$ cat src/rtl/sram_port_arbiter_if.sv
// sram_port_arbiter_if: instruction/data request ports and the shared SRAM port.
// slave is the arbiter's view; master drives requests and models the SRAM.
interface sram_port_arbiter_if #(parameter int AW = 32, parameter int DW = 32);
    logic          i_req;
    logic [AW-1:0] i_addr;
    logic          i_addr_ok;
    logic          i_data_ok;
    logic [DW-1:0] i_rdata;
    logic            d_req;
    logic            d_wr;
    logic [DW/8-1:0] d_wstrb;
    logic [AW-1:0]   d_addr;
    logic [DW-1:0]   d_wdata;
    logic            d_addr_ok;
    logic            d_data_ok;
    logic [DW-1:0]   d_rdata;
    logic            ram_en;
    logic [DW/8-1:0] ram_wen;
    logic [AW-1:0]   ram_addr;
    logic [DW-1:0]   ram_wdata;
    logic [DW-1:0]   ram_rdata;
    modport slave (
        input  i_req, i_addr, d_req, d_wr, d_wstrb, d_addr, d_wdata, ram_rdata,
        output i_addr_ok, i_data_ok, i_rdata, d_addr_ok, d_data_ok, d_rdata,
               ram_en, ram_wen, ram_addr, ram_wdata
    );
    modport master (
        output i_req, i_addr, d_req, d_wr, d_wstrb, d_addr, d_wdata, ram_rdata,
        input  i_addr_ok, i_data_ok, i_rdata, d_addr_ok, d_data_ok, d_rdata,
               ram_en, ram_wen, ram_addr, ram_wdata
    );
endinterface

$ cat src/rtl/sram_port_arbiter.sv
// sram_port_arbiter: shares one 1-cycle-latency SRAM between inst fetch and data access.
// ARB_RR_EN selects round-robin; otherwise data has priority with an inst starvation guard.
module sram_port_arbiter #(
    parameter int AW           = 32,
    parameter int DW           = 32,
    parameter int STARVE_LIMIT = 4
) (
    input logic             clk,
    input logic             rst_n,
    sram_port_arbiter_if.slave bus
);
    logic i_req, d_req, grant_i, grant_d;
    logic resp_vld_q, resp_owner_q;
    // requests are masked in reset so nothing reaches the SRAM
    assign i_req = bus.i_req & rst_n;
    assign d_req = bus.d_req & rst_n;
`ifdef ARB_RR_EN
    logic last_d_q, last_d_d;
    always_comb begin
        grant_i  = i_req & (~d_req | last_d_q);
        grant_d  = d_req & ~grant_i;
        last_d_d = grant_i ? 1'b0 : (grant_d ? 1'b1 : last_d_q);
    end
    always_ff @(posedge clk or negedge rst_n)
        if (!rst_n) last_d_q <= 1'b1;
        else        last_d_q <= last_d_d;
`else
    localparam int CW = $clog2(STARVE_LIMIT + 1);
    localparam logic [CW-1:0] LIMIT = CW'(STARVE_LIMIT);
    logic [CW-1:0] starve_cnt_q, starve_cnt_d;
    // an ungranted pending inst request means data just won a contention
    always_comb begin
        grant_i      = i_req & (~d_req | (starve_cnt_q == LIMIT));
        grant_d      = d_req & ~grant_i;
        starve_cnt_d = (grant_i | ~i_req) ? '0 :
                       ((starve_cnt_q == LIMIT) ? starve_cnt_q : starve_cnt_q + 1'b1);
    end
    always_ff @(posedge clk or negedge rst_n)
        if (!rst_n) starve_cnt_q <= '0;
        else        starve_cnt_q <= starve_cnt_d;
`endif
    always_ff @(posedge clk or negedge rst_n)
        if (!rst_n) begin
            resp_vld_q   <= 1'b0;
            resp_owner_q <= 1'b0;
        end else begin
            resp_vld_q   <= grant_i | grant_d;
            resp_owner_q <= grant_d;
        end
    assign bus.i_addr_ok = grant_i;
    assign bus.d_addr_ok = grant_d;
    assign bus.ram_en    = grant_i | grant_d;
    assign bus.ram_wen   = (grant_d & bus.d_wr) ? bus.d_wstrb : '0;
    assign bus.ram_addr  = grant_d ? bus.d_addr : bus.i_addr;
    assign bus.ram_wdata = bus.d_wdata;
    assign bus.i_data_ok = resp_vld_q & ~resp_owner_q;
    assign bus.d_data_ok = resp_vld_q & resp_owner_q;
    assign bus.i_rdata   = bus.ram_rdata;
    assign bus.d_rdata   = bus.ram_rdata;
endmodule

$ cat src/flat_wrapper.sv
// flat-port wrapper written by rule: the top's interface ports become plain ports
module sram_port_arbiter_flat 
#(
    parameter int AW           = 32,
    parameter int DW           = 32,
    parameter int STARVE_LIMIT = 4
)
  (clk, rst_n, bus_i_req, bus_i_addr, bus_d_req, bus_d_wr, bus_d_wstrb, bus_d_addr, bus_d_wdata, bus_ram_rdata, bus_i_addr_ok, bus_i_data_ok, bus_i_rdata, bus_d_addr_ok, bus_d_data_ok, bus_d_rdata, bus_ram_en, bus_ram_wen, bus_ram_addr, bus_ram_wdata);
  sram_port_arbiter_if #(.AW(AW), .DW(DW)) bus_i ();
  input logic clk;
  input logic rst_n;
  input wire logic [$bits(bus_i.i_req)-1:0] bus_i_req;
  input wire logic [$bits(bus_i.i_addr)-1:0] bus_i_addr;
  input wire logic [$bits(bus_i.d_req)-1:0] bus_d_req;
  input wire logic [$bits(bus_i.d_wr)-1:0] bus_d_wr;
  input wire logic [$bits(bus_i.d_wstrb)-1:0] bus_d_wstrb;
  input wire logic [$bits(bus_i.d_addr)-1:0] bus_d_addr;
  input wire logic [$bits(bus_i.d_wdata)-1:0] bus_d_wdata;
  input wire logic [$bits(bus_i.ram_rdata)-1:0] bus_ram_rdata;
  output wire logic [$bits(bus_i.i_addr_ok)-1:0] bus_i_addr_ok;
  output wire logic [$bits(bus_i.i_data_ok)-1:0] bus_i_data_ok;
  output wire logic [$bits(bus_i.i_rdata)-1:0] bus_i_rdata;
  output wire logic [$bits(bus_i.d_addr_ok)-1:0] bus_d_addr_ok;
  output wire logic [$bits(bus_i.d_data_ok)-1:0] bus_d_data_ok;
  output wire logic [$bits(bus_i.d_rdata)-1:0] bus_d_rdata;
  output wire logic [$bits(bus_i.ram_en)-1:0] bus_ram_en;
  output wire logic [$bits(bus_i.ram_wen)-1:0] bus_ram_wen;
  output wire logic [$bits(bus_i.ram_addr)-1:0] bus_ram_addr;
  output wire logic [$bits(bus_i.ram_wdata)-1:0] bus_ram_wdata;
  assign bus_i.i_req = bus_i_req;
  assign bus_i.i_addr = bus_i_addr;
  assign bus_i.d_req = bus_d_req;
  assign bus_i.d_wr = bus_d_wr;
  assign bus_i.d_wstrb = bus_d_wstrb;
  assign bus_i.d_addr = bus_d_addr;
  assign bus_i.d_wdata = bus_d_wdata;
  assign bus_i.ram_rdata = bus_ram_rdata;
  assign bus_i_addr_ok = bus_i.i_addr_ok;
  assign bus_i_data_ok = bus_i.i_data_ok;
  assign bus_i_rdata = bus_i.i_rdata;
  assign bus_d_addr_ok = bus_i.d_addr_ok;
  assign bus_d_data_ok = bus_i.d_data_ok;
  assign bus_d_rdata = bus_i.d_rdata;
  assign bus_ram_en = bus_i.ram_en;
  assign bus_ram_wen = bus_i.ram_wen;
  assign bus_ram_addr = bus_i.ram_addr;
  assign bus_ram_wdata = bus_i.ram_wdata;
  sram_port_arbiter #(.AW(AW), .DW(DW), .STARVE_LIMIT(STARVE_LIMIT)) u_core (.clk(clk), .rst_n(rst_n), .bus(bus_i));
endmodule
$ cat config.mk
export PLATFORM = sky130hd
export DESIGN_NAME = sram_port_arbiter_flat
export DESIGN_NICKNAME = d
export VERILOG_FILES = /design/src/rtl/sram_port_arbiter_if.sv /design/src/rtl/sram_port_arbiter.sv /design/src/flat_wrapper.sv
export SDC_FILE = /design/constraint.sdc
export NUM_CORES = 1
export LEC_CHECK = 0
export CAP_MARGIN = 10
export CORE_AREA = 2 2 105 107
export DETAILED_ROUTE_END_ITERATION = 7
export DIE_AREA = 0 0 107 109
export PLACE_DENSITY_LB_ADDON = 0.25
export SYNTH_ARGS = -nofsm -noshare
export SYNTH_HDL_FRONTEND = slang
export SYNTH_SLANG_ARGS = --single-unit
$ cat constraint.sdc
create_clock -name clk -period 1.8 [get_ports clk]
set_input_delay 0.36 -clock clk [delete_from_list [all_inputs] [get_ports clk]]
set_output_delay 0.36 -clock clk [all_outputs]
set_load 0.005 [all_outputs]
### Word-level counts from Yosys, hierarchy flattened

Index checks and enable logic that the tools add are counted.

| word-level totals | value |
|---|---|
| bits in registers | 5 |
| input bits | 137 |
| output and inout bits | 137 |
| word-level logic and storage cells | 24 |

| cells by class | value |
|---|---|
| $add $sub $neg | 1 |
| equal/unequal tests | 2 |
| multiplexer cells | 4 |
| bitwise gates (word level) | 14 |

Operator list:

| cell | number |
|---|---|
| 2-to-1 mux 32 bit | 1 |
| bitwise AND 1 bit | 7 |
| 2-to-1 mux 3 bit | 2 |
| 2-to-1 mux 4 bit | 1 |
| NOT 1 bit | 4 |
| adder 3 x 1 -> 3 bit (second input constant) | 1 |
| == test 3 bit (second input constant) | 1 |
| bitwise OR 1 bit | 3 |
| != test 2 x 1 -> 1 bit (second input constant) | 1 |

### Depth between registers and ports, before layout

| logic depth | value |
|---|---|
| depth in word-level cells | 8 |
| mapped depth | 6 |

### Least setup slack after synthesis

Ideal clock, no wire load.

| path | value |
|---|---|
| path kind | register to output |
| start point | reg u_core.starve_cnt_q[0] |
| end point | out bus_ram_addr[10] |
| arrival | 1.330 ns |
| required time | 1.440 ns |
| setup slack | 0.110 ns |
| cell stages (with the launch flop) | 7 |
| cell sequence | dfrtp_1 > inv_1 > ha_1 > nand3_1 > nand3_4 > buf_6 > mux2_4 |

| on the way | value |
|---|---|
| cells in the longest elaborated chain, start to end | 6 |

RTL lines:

| what | RTL line | source |
|---|---|---|
| start: declaration | sram_port_arbiter.sv:30 | `logic [CW-1:0] starve_cnt_q, starve_cnt_d;` |
| start signal: assignment | sram_port_arbiter.sv:40 | `else starve_cnt_q <= starve_cnt_d;` |
| == test 3 bit | sram_port_arbiter.sv:33 | `grant_i = i_req & (~d_req \| (starve_cnt_q == LIMIT));` |
| bitwise OR 1 bit | sram_port_arbiter.sv:33 |  |
| bitwise AND 1 bit | sram_port_arbiter.sv:33 |  |
| NOT 1 bit | sram_port_arbiter.sv:34 | `grant_d = d_req & ~grant_i;` |
| bitwise AND 1 bit | sram_port_arbiter.sv:34 |  |
| 2-to-1 mux 32 bit | sram_port_arbiter.sv:54 | `assign bus.ram_addr = grant_d ? bus.d_addr : bus.i_addr;` |
| end: declaration | flat_wrapper.sv:28 | `output wire logic [$bits(bus_i.ram_addr)-1:0] bus_ram_addr;` |

No other way between the ends.

### Worst setup path in the final report

| path | value |
|---|---|
| start point | reg u_core.starve_cnt_q[0] |
| end point | out bus_ram_addr[2] |

Same word-level chain as after synthesis.

==> impl_results.md <==
- Worst hold path type: input port to asynchronous set/reset pin
- Die X: 107 um
- Power density over the cells: 342 nW/um^2
- CTS tree: yes
- Synthesized Nets: 300
- Worst-Skew Late Latency: 0.22 ns
- I/O pin total: 274
- Fraction of layout cells with a size suffix above 1: 53.9%
- Largest net degree at the start of global routing: 9
- Crit path max fanout: 7
- Mapped cell area: 1510 um^2
- GRT overflow: 0
- Root Buffer: clkbuf_8
- DRT Pass-1 Iters: 4
- Clock Sinks: 5
- Worst setup path class: flip-flop to primary output
- Vias in the first global route: 1043
- Met2 usage: 9.37%
- Pleak: 1.14 nW
- Avg WL per Cell: 11.3 um
- Crit path time final: 2.07 ns
- Multi-input gate area: 651 um^2
- Crit path capture type: primary output
- Antenna diodes: 0
- Clk slew on worst S/H paths: 0.04 ns
- # rows: 38
- Core box area: 10600 um^2
- Routed Antenna Nets: 0
- Layout area overhead: 64.0%
- Max Freq: 483 MHz
- Reported max-cap violation count: 0
- Final-stage net count: 346
- Number of hold violations in the final report: 0
- Critical Path RT: 1.44 ns
- Drt drc: 0
- Status: finished, violations left
- Total Routing Usage GR: 6.09%
- Reg area: 125 um^2
- Worst slew margin: 87.9%
- Design area: 2480 um^2
- Detail Placement HPWL: 3050 um
- Critical path startpoint category: flip-flop
- Failing checks: setup timing
- Routed wire length: 3910 um
- Hold buffers post-CTS: 0
- Warnings from Yosys: 0
- Initial antenna violation count: 0
- Sequential fraction of the synthesis area: 8.29%
- Die height: 109 um
- Met1 usage: 7.13%
- RSZ-0062 raised after global routing: yes
- Synthesis-stage register bit count: 5
- Post-DP Area: 2180 um^2
- Vias: 1117
- M3 GR Usage: 3.53%
- GR peak layer: met2
- CTS max path bufs: 2
- Syn Inst Count: 161
- Post-Place Setup Slack: -0.646 ns
- Setup ws final: -0.272 ns
- Count of different cell masters after synthesis: 18
- Avg Synthesized Cell Area: 9.38 um^2
- CTS Buf Count: 3
- First-pass GRT wire length: 5660 um
- DRT iter0 DRCs: 16
- Initial core utilization: 14.2%
- Fill cell count: 1133
- Clk_skew: 0.000690 ns
- Port Buffers: 113
- Period utilization: 115%
- Final setup viols: 37
- Tightest Pin Transition: 0.181 ns
- CP Data Arrival Time: 1.71 ns
- H-Tree Depth: 1
- Max-slew violation count: 0
- Worst IR Drop VDD: 0.323 mV
- DR vias/cell: 3.23
- Die ar.: 11700 um^2
- Placer Congestion: 0.650
-- kinds of logic after synthesis --
| logic type | Yosys count | synth area share [%] |
|---|---|---|
| adder cells (fa/ha/maj) | 2 | 1.66 |
| buffers and inverters | 104 | 51.2 |
| AND/OR/NAND/NOR | 15 | 6.38 |
| flip-flops | 5 | 8.29 |
| multiplexers | 32 | 31.3 |
| AO/OA/AOI/OAI | 3 | 1.16 |
-- state kept, by name, summed over array words and instances, names as in the netlist --
name                 count
u_core.resp_vld_q        1
u_core.resp_owner_q      1
u_core.starve_cnt_q      3
-- synthesized netlist by cell type --
library cell / n / area share [%]
buf_4: 96 / 48
mux2_4: 30 / 30
dfrtp_1: 5 / 8.3
inv_1: 5 / 1.2
and3_1: 4 / 1.7
buf_6: 3 / 2.2
a21oi_1: 2 / 0.66
ha_1: 2 / 1.7
mux2_2: 2 / 1.5
nand2_1: 2 / 0.50
nor2_1: 2 / 0.50
nor3b_1: 2 / 0.99
and2_1: 1 / 0.41
nand3_1: 1 / 0.33
nand3_4: 1 / 1.2
nand4_1: 1 / 0.41
nor2b_1: 1 / 0.41
o21a_1: 1 / 0.50
-- layout by cell type, fill, tap and decap left out, types with 2 or more instances in the layout --
cell,count
buf_12,2
dfrtp_1,5
inv_1,4
clkbuf_8,3
nor2_1,2
nand2_1,2
buf_4,12
and3_4,4
clkdlybuf4s50_1,71
nor3b_1,2
buf_6,47
buf_8,3
mux2_4,32
-- timing repair --
action	4_1_cts	5_1_grt
gates resized for setup	212	14
cloned	1	0
setup buffers	15	2
pin swaps	3	4
endpoints found under the setup margin	39	39
-- power breakdown --
group	internal (mW)	leakage [nW]	switching [mW]	total, mW
combinational	0.387	1.05	0.132	0.519
clock	0.152	0.0228	0.0574	0.210
sequential	0.117	0.0666	0.00160	0.118
total	0.656	1.14	0.191	0.847
-- worst max-delay path, cell delays in order (launching register included) --
cell and delay, ns:
dfrtp_1 0.37, inv_1 0.06, ha_2 0.18, nand3_2 0.08, nand3_4 0.11, buf_6 0.13
buf_12 0.12, mux2_4 0.31, buf_6 0.12
-- path summary, 6_finish.rpt --
path,from,endpoint,slack [ns],depth (start not counted)
worst max-delay path,u_core.starve_cnt_q[0]$_DFFE_PN0P_,bus_ram_addr[2],-0.27,8
worst min-delay path,rst_n,u_core.starve_cnt_q[2]$_DFFE_PN0P_,0.19,2
worst max register to register,u_core.starve_cnt_q[0]$_DFFE_PN0P_,u_core.resp_owner_q$_DFF_PN0_,0.26,10
worst min register to register,u_core.starve_cnt_q[0]$_DFFE_PN0P_,u_core.starve_cnt_q[0]$_DFFE_PN0P_,0.52,2
max in group asynchronous,rst_n,u_core.resp_owner_q$_DFF_PN0_,1.51,2
min in group clk,u_core.starve_cnt_q[0]$_DFFE_PN0P_,u_core.starve_cnt_q[0]$_DFFE_PN0P_,0.52,2
-- final cells by class --
class / instances / area share, %
sequential: 5 / 5.05
multi-input combinational: 52 / 26.3
timing repair buffer: 140 / 58.8
clock buffer: 4 / 1.82
tap: 140 / 7.07
inverter: 5 / 0.960
-- routing by layer --
| layer | wire length, um | share of wire, % |
|---|---|---|
| met5 | 0 | 0 |
| met4 | 51 | 1.3 |
| met3 | 561 | 14 |
| met2 | 1860 | 47 |
| met1 | 1440 | 37 |
-- metrics by stage --
stage                     setup TNS (ns)  std cells  util, %  hold WS [ns]  power [mW]
final                              -8.08        346     23.4         0.185       0.847
after detailed placement          -23.33        328     20.6         0.521       0.579
after global routing              -11.22        346     23.4         0.193       0.899
after floorplan                        0        161        -        0.0644       0.433
after global placement            -23.39        328     20.6         0.515       0.580
after CTS                          -9.84        345     23.0         0.185       0.859
(Power assumes the default switching activity.)
